File: src/rtl/rf_operand_fetch_pkg.sv
// Shared defaults for the operand-fetch slice: data/address widths and
// the number of operand lanes and snooped write-back ports.
package rf_operand_fetch_pkg;

    localparam int unsigned RF_DW_DEFAULT        = 64;
    localparam int unsigned RF_AW_DEFAULT        = 5;
    localparam int unsigned RF_NUM_READ_DEFAULT  = 2;
    localparam int unsigned RF_NUM_WRITE_DEFAULT = 2;

endpackage

File: src/rtl/rf_byp_lane.sv
// One operand lane: captures address/enable on accept and tracks the
// latest matching write-back, both at accept and while the operand is held.
module rf_byp_lane
    import rf_operand_fetch_pkg::*;
#(
    parameter int unsigned DW        = RF_DW_DEFAULT,
    parameter int unsigned AW        = RF_AW_DEFAULT,
    parameter int unsigned NUM_WRITE = RF_NUM_WRITE_DEFAULT
) (
    input  logic                    clk_i,
    input  logic                    rst_ni,
    input  logic                    accept_i,
    input  logic                    hold_i,
    input  logic                    re_i,
    input  logic [AW-1:0]           raddr_i,
    input  logic [NUM_WRITE-1:0]    wb_we_i,
    input  logic [NUM_WRITE*AW-1:0] wb_waddr_i,
    input  logic [NUM_WRITE*DW-1:0] wb_wdata_i,
    input  logic [DW-1:0]           rf_rdata_i,
    output logic [DW-1:0]           rdata_o
);

    logic [AW-1:0] addr_q, addr_d;
    logic          en_q,   en_d;
    logic          hit_q,  hit_d;
    logic [DW-1:0] byp_q,  byp_d;

    logic [AW-1:0] cmp_addr;
    logic          match;
    logic [DW-1:0] match_data;

    // Ascending scan so the highest-index matching port wins, as in the RF.
    always_comb begin
        cmp_addr   = accept_i ? raddr_i : addr_q;
        match      = 1'b0;
        match_data = '0;
        for (int unsigned j = 0; j < NUM_WRITE; j++) begin
            if (wb_we_i[j] && (wb_waddr_i[j*AW +: AW] == cmp_addr)) begin
                match      = 1'b1;
                match_data = wb_wdata_i[j*DW +: DW];
            end
        end
    end

    always_comb begin
        addr_d = addr_q;
        en_d   = en_q;
        hit_d  = hit_q;
        byp_d  = byp_q;
        if (accept_i) begin
            addr_d = raddr_i;
            en_d   = re_i;
            hit_d  = match;
            if (match) begin
                byp_d = match_data;
            end
        end else if (hold_i && en_q && match) begin
            hit_d = 1'b1;
            byp_d = match_data;
        end
    end

    always_ff @(posedge clk_i) begin
        if (!rst_ni) begin
            en_q  <= 1'b0;
            hit_q <= 1'b0;
        end else begin
            en_q  <= en_d;
            hit_q <= hit_d;
        end
    end

    always_ff @(posedge clk_i) begin
        addr_q <= addr_d;
        byp_q  <= byp_d;
    end

    assign rdata_o = !en_q ? '0 : (hit_q ? byp_q : rf_rdata_i);

endmodule

File: src/rtl/rf_operand_fetch.sv
// Single-stage operand fetch: issues register-file reads on accept and
// presents operands one cycle later, bypassing in-flight write-backs.
module rf_operand_fetch
    import rf_operand_fetch_pkg::*;
#(
    parameter int unsigned DW        = RF_DW_DEFAULT,
    parameter int unsigned AW        = RF_AW_DEFAULT,
    parameter int unsigned NUM_READ  = RF_NUM_READ_DEFAULT,
    parameter int unsigned NUM_WRITE = RF_NUM_WRITE_DEFAULT
) (
    input  logic                    CLK,
    input  logic                    RST_N,
    input  logic                    I_VALID,
    output logic                    I_READY,
    input  logic [NUM_READ-1:0]     I_RE,
    input  logic [NUM_READ*AW-1:0]  I_RADDR,
    output logic [NUM_READ-1:0]     RF_RE,
    output logic [NUM_READ*AW-1:0]  RF_RADDR,
    input  logic [NUM_READ*DW-1:0]  RF_RDATA,
    input  logic [NUM_WRITE-1:0]    WB_WE,
    input  logic [NUM_WRITE*AW-1:0] WB_WADDR,
    input  logic [NUM_WRITE*DW-1:0] WB_WDATA,
    output logic                    O_VALID,
    input  logic                    O_READY,
    output logic [NUM_READ*DW-1:0]  O_RDATA
);

    logic o_valid_q, o_valid_d;
    logic accept;
    logic hold;

    // Reset gates accept so a request presented during reset never reaches the RF.
    assign I_READY  = !o_valid_q || O_READY;
    assign accept   = RST_N && I_VALID && I_READY;
    assign hold     = o_valid_q && !O_READY;
    assign RF_RE    = accept ? I_RE : '0;
    assign RF_RADDR = I_RADDR;
    assign O_VALID  = o_valid_q;

    always_comb begin
        o_valid_d = o_valid_q;
        if (accept) begin
            o_valid_d = 1'b1;
        end else if (O_READY) begin
            o_valid_d = 1'b0;
        end
    end

    always_ff @(posedge CLK) begin
        if (!RST_N) begin
            o_valid_q <= 1'b0;
        end else begin
            o_valid_q <= o_valid_d;
        end
    end

    for (genvar i = 0; i < NUM_READ; i++) begin : g_lane
        rf_byp_lane #(
            .DW        (DW),
            .AW        (AW),
            .NUM_WRITE (NUM_WRITE)
        ) u_lane (
            .clk_i      (CLK),
            .rst_ni     (RST_N),
            .accept_i   (accept),
            .hold_i     (hold),
            .re_i       (I_RE[i]),
            .raddr_i    (I_RADDR[i*AW +: AW]),
            .wb_we_i    (WB_WE),
            .wb_waddr_i (WB_WADDR),
            .wb_wdata_i (WB_WDATA),
            .rf_rdata_i (RF_RDATA[i*DW +: DW]),
            .rdata_o    (O_RDATA[i*DW +: DW])
        );
    end

endmodule

File: config.mk
export PLATFORM = sky130hd
export DESIGN_NAME = rf_operand_fetch
export DESIGN_NICKNAME = d
export VERILOG_FILES = /design/src/rtl/rf_operand_fetch_pkg.sv /design/src/rtl/rf_byp_lane.sv /design/src/rtl/rf_operand_fetch.sv
export SDC_FILE = /design/constraint.sdc
export NUM_CORES = 1
export LEC_CHECK = 0
export ABC_AREA = 1
export CELL_PAD_IN_SITES_DETAIL_PLACEMENT = 0
export CELL_PAD_IN_SITES_GLOBAL_PLACEMENT = 1
export CORE_MARGIN = 1.5
export CORE_UTILIZATION = 31
export CTS_CLUSTER_DIAMETER = 80
export DETAILED_ROUTE_END_ITERATION = 10
export PLACE_DENSITY_LB_ADDON = 0.15
export SLEW_MARGIN = 5
export SYNTH_ARGS = -nofsm -noshare
export SYNTH_HDL_FRONTEND = slang
export SYNTH_HIERARCHICAL = 1
export SYNTH_SLANG_ARGS = --single-unit
File: constraint.sdc
create_clock -name CLK -period 9 [get_ports CLK]
set_input_delay 1.8 -clock CLK [delete_from_list [all_inputs] [get_ports CLK]]
set_output_delay 1.8 -clock CLK [all_outputs]
set_load 0.02 [all_outputs]
Word-level counts from Yosys, hierarchy flattened
Index checks and enable logic that the tools add are counted.
{ "word_totals": {"output_inout_bits": 142, "inputBits": 284, "ff_bits": 143, "word_cells": 61} }
{ "classes": {"muxes": 27, "n_reduce_logical": 19, "n_eq_ne": 6} }
{ "ops": {"columns": ["cell", "count"], "rows": [
  ["$mux W64", 14],
  ["$eq A5 B5 Y1", 4],
  ["$logic_and A1 B1 Y1", 11],
  ["$mux W1", 10],
  ["$mux W5", 2],
  ["$reduce_bool A2 Y1", 3],
  ["$ne A2 B1 Y1 const B", 2],
  ["$reduce_and A2 Y1", 2],
  ["$logic_not A1 Y1", 2],
  ["$mux W2", 1],
  ["$logic_or A1 B1 Y1", 1]
]} }

Depth between registers and ports, before layout
Gate-level depths: netlist of run 1.
{ "logic_depth": {"depth_word": 11, "ltp_mapped": 16, "depth_no_buf": 14} }

By module
The synthesis of run 1 kept the hierarchy.
{ "by_module_without_submodules": {"columns": ["module", "cells_each", "area_per_inst_um2", "seq_area_each_um2", "n_inst"], "rows": [
  ["rf_byp_lane", 590, 4480.5, 2062.0, 2],
  ["rf_operand_fetch", 24, 150.1, 20.0, 1]
]} }

Worst setup path before layout of run 1
No wires, ideal clock.
{ "synth_timing": {"kind": "input port to flip-flop", "start": "input port O_READY", "end": "register g_lane[0].u_lane.byp_q[0] (enable)", "stages": 16, "slack_ps": 4299, "path_buffers": 2, "arrival_ps": 4283, "setup_ps": 418, "t_required_ps": 8582, "cell_sequence": "inv_1 -> nand2_2 -> nand2_2 -> inv_1 -> buf_6 -> inv_8 -> nand2_1 -> nand2_1 -> nand2_1 -> nand2_1 -> nor2_1 -> nand3_1 -> buf_4 -> nand2_1 -> nand2_1 -> inv_1"} }
{ "synth_between": {"elab_chain_cells": 10, "word_cells_on_any_way": 16, "cone_classes": "3 x eq/ne; 3 x mux; 10 x reduce/logical"} }
{ "synth_rtl": {"columns": ["element", "line_no", "source"], "rows": [
  ["start: declaration", "rf_operand_fetch.sv:24", "input logic O_READY,"],
  ["$logic_or A1 B1 Y1 (*)", "rf_operand_fetch.sv:33", "assign I_READY = !o_valid_q || O_READY;"],
  ["net I_READY", "rf_operand_fetch.sv:14", "output logic I_READY,"],
  ["$logic_and A1 B1 Y1 (*)", "rf_operand_fetch.sv:34", "assign accept = RST_N && I_VALID && I_READY;"],
  ["net accept", "rf_operand_fetch.sv:29", "logic accept;"],
  ["$mux W5", null, null],
  ["$eq A5 B5 Y1", "rf_byp_lane.sv:38", "if (wb_we_i[j] && (wb_waddr_i[j*AW +: AW] == cmp_addr)) begin"],
  ["$logic_and A1 B1 Y1", "rf_byp_lane.sv:38", null],
  ["$mux W1 (2 in series)", "rf_byp_lane.sv:38", null],
  ["$logic_and A1 B1 Y1", "rf_byp_lane.sv:57", "end else if (hold_i && en_q && match) begin"],
  ["$reduce_bool A2 Y1 (no source line)", null, null],
  ["$reduce_and A2 Y1 (no source line) (*)", null, null],
  ["end signal: assignment", "rf_byp_lane.sv:75", "byp_q <= byp_d;"],
  ["end: declaration", "rf_byp_lane.sv:26", "logic [DW-1:0] byp_q, byp_d;"]
]} }
Mark *: on every way through the listed nets, which the timed path passes. The rest lies on a longest branch.
A chain may end at the register's enable or synchronous reset.

Worst setup path after layout of run 1
{ "layout_timing": {"start": "input port RST_N", "end": "register g_lane[0].u_lane.byp_q[1] (enable)"} }
{ "layout_between": {"elab_chain_cells": 10, "word_cells_on_any_way": 13, "cone_classes": "3 x eq/ne; 3 x mux; 7 x reduce/logical"} }
{ "layout_rtl": {"columns": ["element", "line_no", "source"], "rows": [
  ["start: declaration", "rf_operand_fetch.sv:12", "input logic RST_N,"],
  ["$logic_and A1 B1 Y1 (*) (2 in series)", "rf_operand_fetch.sv:34", null],
  ["net accept", "rf_operand_fetch.sv:29", null],
  ["$mux W5", null, null],
  ["$eq A5 B5 Y1", "rf_byp_lane.sv:38", null],
  ["$logic_and A1 B1 Y1", "rf_byp_lane.sv:38", null],
  ["$mux W1 (2 in series)", "rf_byp_lane.sv:38", null],
  ["$logic_and A1 B1 Y1", "rf_byp_lane.sv:57", null],
  ["$reduce_bool A2 Y1 (no source line)", null, null],
  ["$reduce_and A2 Y1 (no source line) (*)", null, null]
]} }
Marks and branches as above.

==> results of run 1 <==
## registers in the layout, indices dropped and copies added, names as in the netlist
register / count
g_lane.u_lane/byp_q: 128
g_lane.u_lane/addr_q: 10
O_VALID: 1
g_lane.u_lane/hit_q: 2
g_lane.u_lane/en_q: 2
## cells by family (layout without fill, tap and decap cells)
group           count (synthesis)  in the layout
simple gates                  777            777
flops                         143            143
compound gates                135            135
buf+inv                       149            518
other cells                     0              1
## through the flow
step	cells	area [um^2]	power [mW]	utilization	setup slack, ns
CTS	1957	14010	1.940	0.4868	3.578
global placement	1926	13390	1.184	0.4654	3.217
detailed placement	1926	13390	1.186	0.4654	3.135
global route	1958	14010	2.003	0.4869	3.241
floorplan	1204	9111	0.9521	-	4.299
finish	1958	14010	1.922	0.4869	3.572
## cell usage in the layout (no fill, tap or decap)
cell,instances
clkinv_1,1
nand2_2,18
edfxtp_1,128
diode_2,1
nor3_4,2
and3_2,2
nand3_2,22
inv_2,7
nand3_1,262
nor2_1,274
clkbuf_16,17
clkinvlp_4,4
inv_8,2
inv_1,36
inv_6,2
clkinv_4,2
dfxtp_1,11
bufinv_16,4
buf_4,17
nand2_1,189
nand2_4,6
clkbuf_1,1
nand4_2,2
a21oi_1,5
clkdlybuf4s50_1,425
o21ai_0,130
dfxtp_2,4
## final cells by class
| cell class | instances | area [um^2] |
|---|---|---|
| Tap cell | 384 | 480.5 |
| Sequential cell | 143 | 4149 |
| Antenna cell | 1 | 2.502 |
| Multi-Input combinational cell | 912 | 4198 |
| Clock buffer | 18 | 429.2 |
| Fill cell | 2832 | 14770 |
| Inverter | 45 | 183.9 |
| Timing Repair Buffer | 442 | 4382 |
| Clock inverter | 13 | 188.9 |
## final timing paths
| kind | from | to | slack (ns) | cells after the start |
|---|---|---|---|---|
| hold reg to reg | g_lane[1].u_lane/addr_q[0]$_DFF_P_ | g_lane[1].u_lane/addr_q[0]$_DFF_P_ | 0.50 | 2 |
| setup / recovery | RST_N | g_lane[0].u_lane/byp_q[1]$_DFFE_PP_ | 3.57 | 15 |
| hold / removal | g_lane[1].u_lane/addr_q[0]$_DFF_P_ | g_lane[1].u_lane/addr_q[0]$_DFF_P_ | 0.50 | 2 |
| setup reg to reg | O_VALID$_SDFFE_PN0P_ | g_lane[0].u_lane/byp_q[1]$_DFFE_PP_ | 5.25 | 13 |
## worst register-to-register path, stage by stage (launching register included)
cell     delay [ns]
dfxtp_1        0.32
nand2_2        0.11
nand2_2        0.07
inv_1          0.60
nand2_1        0.25
nand3_1        0.17
nand2_1        0.06
nor2_1         0.14
nand3_2        0.08
buf_4          0.38
nand2_1        0.18
nand2_1        0.09
inv_2          0.22
buf_4          0.66
## layer usage
metal / track usage / part of all wire / routed length, um / vias to the layer above
met1: 0.3117 / 0.42 / 15740 / 4590
li1: - / - / - / 4764
met3: 0.04637 / 0.074 / 2766 / 45
met4: 0.07148 / 0.021 / 783 / 0
met5: 0 / 0 / 0 / -
met2: 0.4148 / 0.49 / 18290 / 464
## power breakdown
group          internal (mW)  switching [mW]
sequential             0.732         0.00880
combinational          0.200           0.231
clock                  0.464           0.287
==> flow_summary.yaml, run 1 <==
run_status:
  run_status: "completed"
drt:
  detail_route.drc_violations: 0
  detail_route.wirelength_um: 37580
  ant_nets: 0
  routed_wire_length_per_instance_um: 19.19
  detail_route.vias_per_cell: 5.037
  dr.first_iter.drc_count: 827
  firstDrtPassIters: 5
  dr_total_vias: 9863
synthesis:
  synth_top_area_cell: "edfxtp_1"
  area_fraction_in_compound_gates_after_synthesis: 0.07416
  muxShareOfSynthArea: 0
  ys_types: 22
  yosys_warnings: 6
  yosysSeqAreaShare: 0.4548
  synth_area_per_cell_um2: 7.567
  synth_cells: 1204
  synth_simple_gate_area_share: 0.3852
  yosys.cell_count.top_type: "nor2_1"
  synth_common_cells: "nor2_1 (274), nand3_1 (264), nand2_1 (189), o21ai_0 (130), edfxtp_1 (128)"
  synthXorXnorAreaFrac: 0
  synth_enable_flop_cells: 128
  synth_top_area_frac: 0.4219
  post_synth_fa_ha_maj_area_fraction: 0
  postSynthNetCount: 1488
  synth-async-reset-ratio: 0
  ffs_latches_synth: 143
  largest_family_of_logic_cells_by_synthesized_area: "simple AND/OR/NAND/NOR gates"
  netlist_area_mm2: 0.009111
  synthFlopType: "edfxtp_1"
  ys_top_cells_by_area: "edfxtp_1 (42%), nand3_1 (15%), nor2_1 (11%)"
clock_network:
  cts.sinks: 143
  cts_inserted_buffers: 17
  clockRootBuffer: "clkbuf_16"
  post_cts.resized_instances: 0
  cts_hold_buf: 0
  max-clock-path-buffers: 2
  clk_pin_slew_worst_paths_ns: 0.07
  htree_levels: 4
  tritoncts_clock_tree: "done"
  cts_post_setup_buffers_inserted: 0
  insertion_delay_ns: 0.42
timing:
  fin_crit_period_ns: 5.428
  worst_pin_slew_ns: 0.9214
  hold_ws_ns: 0.5031
  worst_slew_margin_rel: 0.3857
  setup_violations: 0
  fin_crit_sh: 0.6031
  finalHoldViolations: 0
  max_freq_mhz: 184.2
  setup_tns_ns: 0
  finClkSkew_ns: 0.01512
  timing.final.max_slew_violations: 0
  rsz0062_at_grt: "no"
layout:
  layout_area_growth_over_synthesis_pct: 53.80
  num-nets-final: 1845
  layout-drive-gt1-share: 0.07057
floorplan:
  placement_rows: 62
  die_area_mm2: 0.03043
  die_height_um: 174.4
  chipWidth_um: 174.4
  io_pins: 426
  start_util: 0.3166
  core_region_area_mm2: 0.02878
critical_path:
  crit_path_top_delay_cell: "buf_4"
  crit_path_start_kind: "input pin"
  cp.buffers_inverters: 6
  worstSetupEndpointType: "flop"
  critPathArrivalTime_ns: 5.47
  critical_path_s_top_delay_family: "buffers and inverters"
  critPathMaxStageDelay_ns: 0.65
  required_time_at_the_endpoint_of_the_critical_path_ns: 9.04
  path_common_cell: "nand2_1"
  cp_max_fo: 65
  crit_type: "in2reg"
  timing.critical_path.cells: "clkdlybuf4s50_1 -> nand2_1 -> inv_2 -> nand2_2 -> inv_1 -> nand2_1 -> nand3_1 -> nand2_1 -> nor2_1 -> nand3_2 -> buf_4 -> nand2_1 -> nand2_1 -> inv_2 -> buf_4"
placed_design:
  place_congestion: 0.8041
  io_buffer_count: 425
  detailed_place_hpwl_um: 25900
pwr:
  p_leak_nw: 6.192
  p_per_area_mw_per_mm2: 137.2
  worst_ir_drop_vdd_mv: 0.09401
flow_run:
  drv_cap: 0
global_route:
  grt_antenna_before_repair: 1
  grt_first_pass_wirelength_um: 56880
  grt_overall_usage: 0.2432
  grt_start_max_net_pins: 66
  grt_pass1_vias: 9713
  grt-ovfl-total: 0
min_path:
  hold_path_class: "reg2reg"
(Power assumes the default switching activity.)
==> run 2, diff against run 1 <==
--- a/config.mk
+++ b/config.mk
@@ -9,7 +9,7 @@
 export CELL_PAD_IN_SITES_DETAIL_PLACEMENT = 0
 export CELL_PAD_IN_SITES_GLOBAL_PLACEMENT = 1
 export CORE_MARGIN = 1.5
-export CORE_UTILIZATION = 31
+export CORE_UTILIZATION = 26
 export CTS_CLUSTER_DIAMETER = 80
 export DETAILED_ROUTE_END_ITERATION = 10
 export PLACE_DENSITY_LB_ADDON = 0.15
==> constraint.sdc (replaced) <==
create_clock -name CLK -period 4.7 [get_ports CLK]
set_input_delay 0.94 -clock CLK [delete_from_list [all_inputs] [get_ports CLK]]
set_output_delay 0.94 -clock CLK [all_outputs]
set_load 0.02 [all_outputs]
==> flow_summary.yaml, run 2 (synthesis gave the netlist of run 1 again) <==
run_status:
  run_status: "completed"
layout:
  final_cell_mix: "clkdlybuf4s50_1 (425), nor2_1 (274), nand3_1 (262)"
  mostFrequentLayoutCell: "clkdlybuf4s50_1"
  layout-drive-gt1-share: 0.07590
  layout_area_growth_over_synthesis_pct: 56.15
  largest_reg_flops: 128
  num-nets-final: 1853
  ff_latch_area_mm2: 0.004149
  top_register: "g_lane.u_lane/byp_q"
  largest_registers: "g_lane.u_lane/byp_q (128), g_lane.u_lane/addr_q (10)"
  multiInputGateArea_mm2: 0.004213
  final.fill_count: 3542
timing:
  setup_tns_ns: 0
  fin_crit_period_ns: 3.728
  finalHoldViolations: 0
  timing.final.max_slew_violations: 0
  rsz0062_at_grt: "no"
  fin_crit_sh: 0.7931
  setup_violations: 0
  max_freq_mhz: 268.3
  finClkSkew_ns: 0.01368
  worst_slew_margin_rel: 0.2731
  worst_pin_slew_ns: 1.090
  hold_ws_ns: 0.4980
floorplan:
  placement_rows: 68
  io_pins: 426
  core_region_area_mm2: 0.03454
  start_util: 0.2638
  die_area_mm2: 0.03618
  die_height_um: 190.2
  chipWidth_um: 190.2
global_route:
  grt_overall_usage: 0.2205
  grt_antenna_before_repair: 1
  grt_start_max_net_pins: 66
  grt_first_pass_wirelength_um: 60040
  grt_pass1_vias: 9843
  grt-ovfl-total: 0
critical_path:
  cp_max_fo: 40
  crit_type: "in2reg"
  path_common_cell: "nand2_1"
  critical_path_s_top_delay_family: "buffers and inverters"
  timing.critical_path.cells: "clkdlybuf4s50_1 -> nand2_1 -> inv_2 -> nand2_2 -> inv_1 -> buf_4 -> inv_8 -> nand2_1 -> nand2_1 -> nand2_1 -> nand2_1 -> nor2_1 -> nand3_4 -> nand2_1 -> nand2_1 -> clkinv_2 -> buf_4"
  crit_path_start: "RST_N"
  required_time_at_the_endpoint_of_the_critical_path_ns: 4.75
  reg2regPathDepth: 15
  cp-endpoint: "g_lane[0].u_lane/byp_q[31]$_DFFE_PP_"
  r2r_start: "O_VALID$_SDFFE_PN0P_"
  worstReg2RegEnd: "g_lane[0].u_lane/byp_q[31]$_DFFE_PP_"
  path_depth: 17
  critPathArrivalTime_ns: 3.78
  cp.buffers_inverters: 7
  critPathMaxStageDelay_ns: 0.58
  reg2reg_slack_ns: 1.77
  crit_path_top_delay_cell: "clkdlybuf4s50_1"
  crit_path_start_kind: "input pin"
  worstSetupEndpointType: "flop"
drt:
  dr_total_vias: 9951
  routed_wire_length_per_instance_um: 20.08
  detail_route.wirelength_um: 40910
  detail_route.vias_per_cell: 4.885
  detail_route.drc_violations: 0
  firstDrtPassIters: 5
  dr.first_iter.drc_count: 582
  ant_nets: 0
clock_network:
  htree_levels: 4
  tritoncts_clock_tree: "done"
  cts_post_setup_buffers_inserted: 0
  cts_inserted_buffers: 17
  insertion_delay_ns: 0.42
  cts_hold_buf: 0
  post_cts.resized_instances: 0
  clk_pin_slew_worst_paths_ns: 0.06
  cts.sinks: 143
  max-clock-path-buffers: 2
  clockRootBuffer: "clkbuf_16"
pwr:
  p_leak_nw: 6.261
  p_total_mw: 3.792
  p_per_area_mw_per_mm2: 266.5
  worst_ir_drop_vdd_mv: 0.2296
flow_run:
  drv_cap: 0
placed_design:
  detailed_place_hpwl_um: 28290
  io_buffer_count: 425
  place_congestion: 0.8017
min_path:
  hold_path_class: "reg2reg"
  hold_path_depth: 2
==> run 2: cell types whose count changed in the layout (fill, tap and decap cells not counted), sizes merged <==
cell	previous run	this run
bufinv	4	5
clkinv	3	6
inv	47	46
buf	17	25
clkinvlp	4	1
==> run 2: per-layer routing <==
layer | vias up | part of all wire | wire length (um) | track usage
met5 | - | 0 | 0 | 0
met4 | 0 | 0.016 | 652 | 0.05391
met3 | 34 | 0.061 | 2484 | 0.03450
met2 | 398 | 0.50 | 20450 | 0.3876
met1 | 4736 | 0.42 | 17330 | 0.2817
li1 | 4783 | - | - | -
==> run 2: worst min-delay path by stage <==
stage,from,endpoint,slack (ns)
3_5_place_dp,g_lane[0].u_lane/addr_q[0]$_DFF_P_,g_lane[0].u_lane/addr_q[0]$_DFF_P_,0.49
2_1_floorplan,g_lane[0].u_lane/addr_q[3]$_DFF_P_,g_lane[0].u_lane/addr_q[3]$_DFF_P_,0.47
6_report,g_lane[0].u_lane/addr_q[0]$_DFF_P_,g_lane[0].u_lane/addr_q[0]$_DFF_P_,0.50
4_1_cts,g_lane[0].u_lane/addr_q[0]$_DFF_P_,g_lane[0].u_lane/addr_q[0]$_DFF_P_,0.50
3_3_place_gp,g_lane[0].u_lane/addr_q[0]$_DFF_P_,g_lane[0].u_lane/addr_q[0]$_DFF_P_,0.48
5_1_grt,g_lane[0].u_lane/addr_q[0]$_DFF_P_,g_lane[0].u_lane/addr_q[0]$_DFF_P_,0.52
==> run 2: final cells by class <==
| class | instances | share of cell area |
|---|---|---|
| Antenna cell | 1 | 0.0001759 |
| Clock buffer | 18 | 0.03016 |
| Clock inverter | 13 | 0.01486 |
| Inverter | 45 | 0.01310 |
| Multi-Input combinational cell | 912 | 0.2961 |
| Sequential cell | 143 | 0.2916 |
| Tap cell | 455 | 0.04001 |
| Timing Repair Buffer | 450 | 0.3140 |
==> run 2: through the flow <==
step | instances | setup WS [ns] | utilization | instance area, um^2
6_report | 2037 | 0.9722 | 0.4119 | 14230
5_1_grt | 2037 | 0.6269 | 0.4119 | 14230
4_1_cts | 2036 | 0.9508 | 0.4118 | 14220
3_5_place_dp | 2005 | 0.5338 | 0.3933 | 13580
3_3_place_gp | 2005 | 0.6426 | 0.3933 | 13580
2_1_floorplan | 1204 | 0.8592 | - | 9111
==> run 2: where the power goes <==
part           switching (mW)  internal [mW]
registers              0.0257           1.40
clock network           0.581          0.945
logic                   0.449          0.390
==> run 2: worst reg2reg max path: cells and delay by family (launching register included) <==
kind	cells	cell delay, ns
and+or+nand+nor	10	0.96
DFF	1	0.33
buffers and inverters	5	1.25
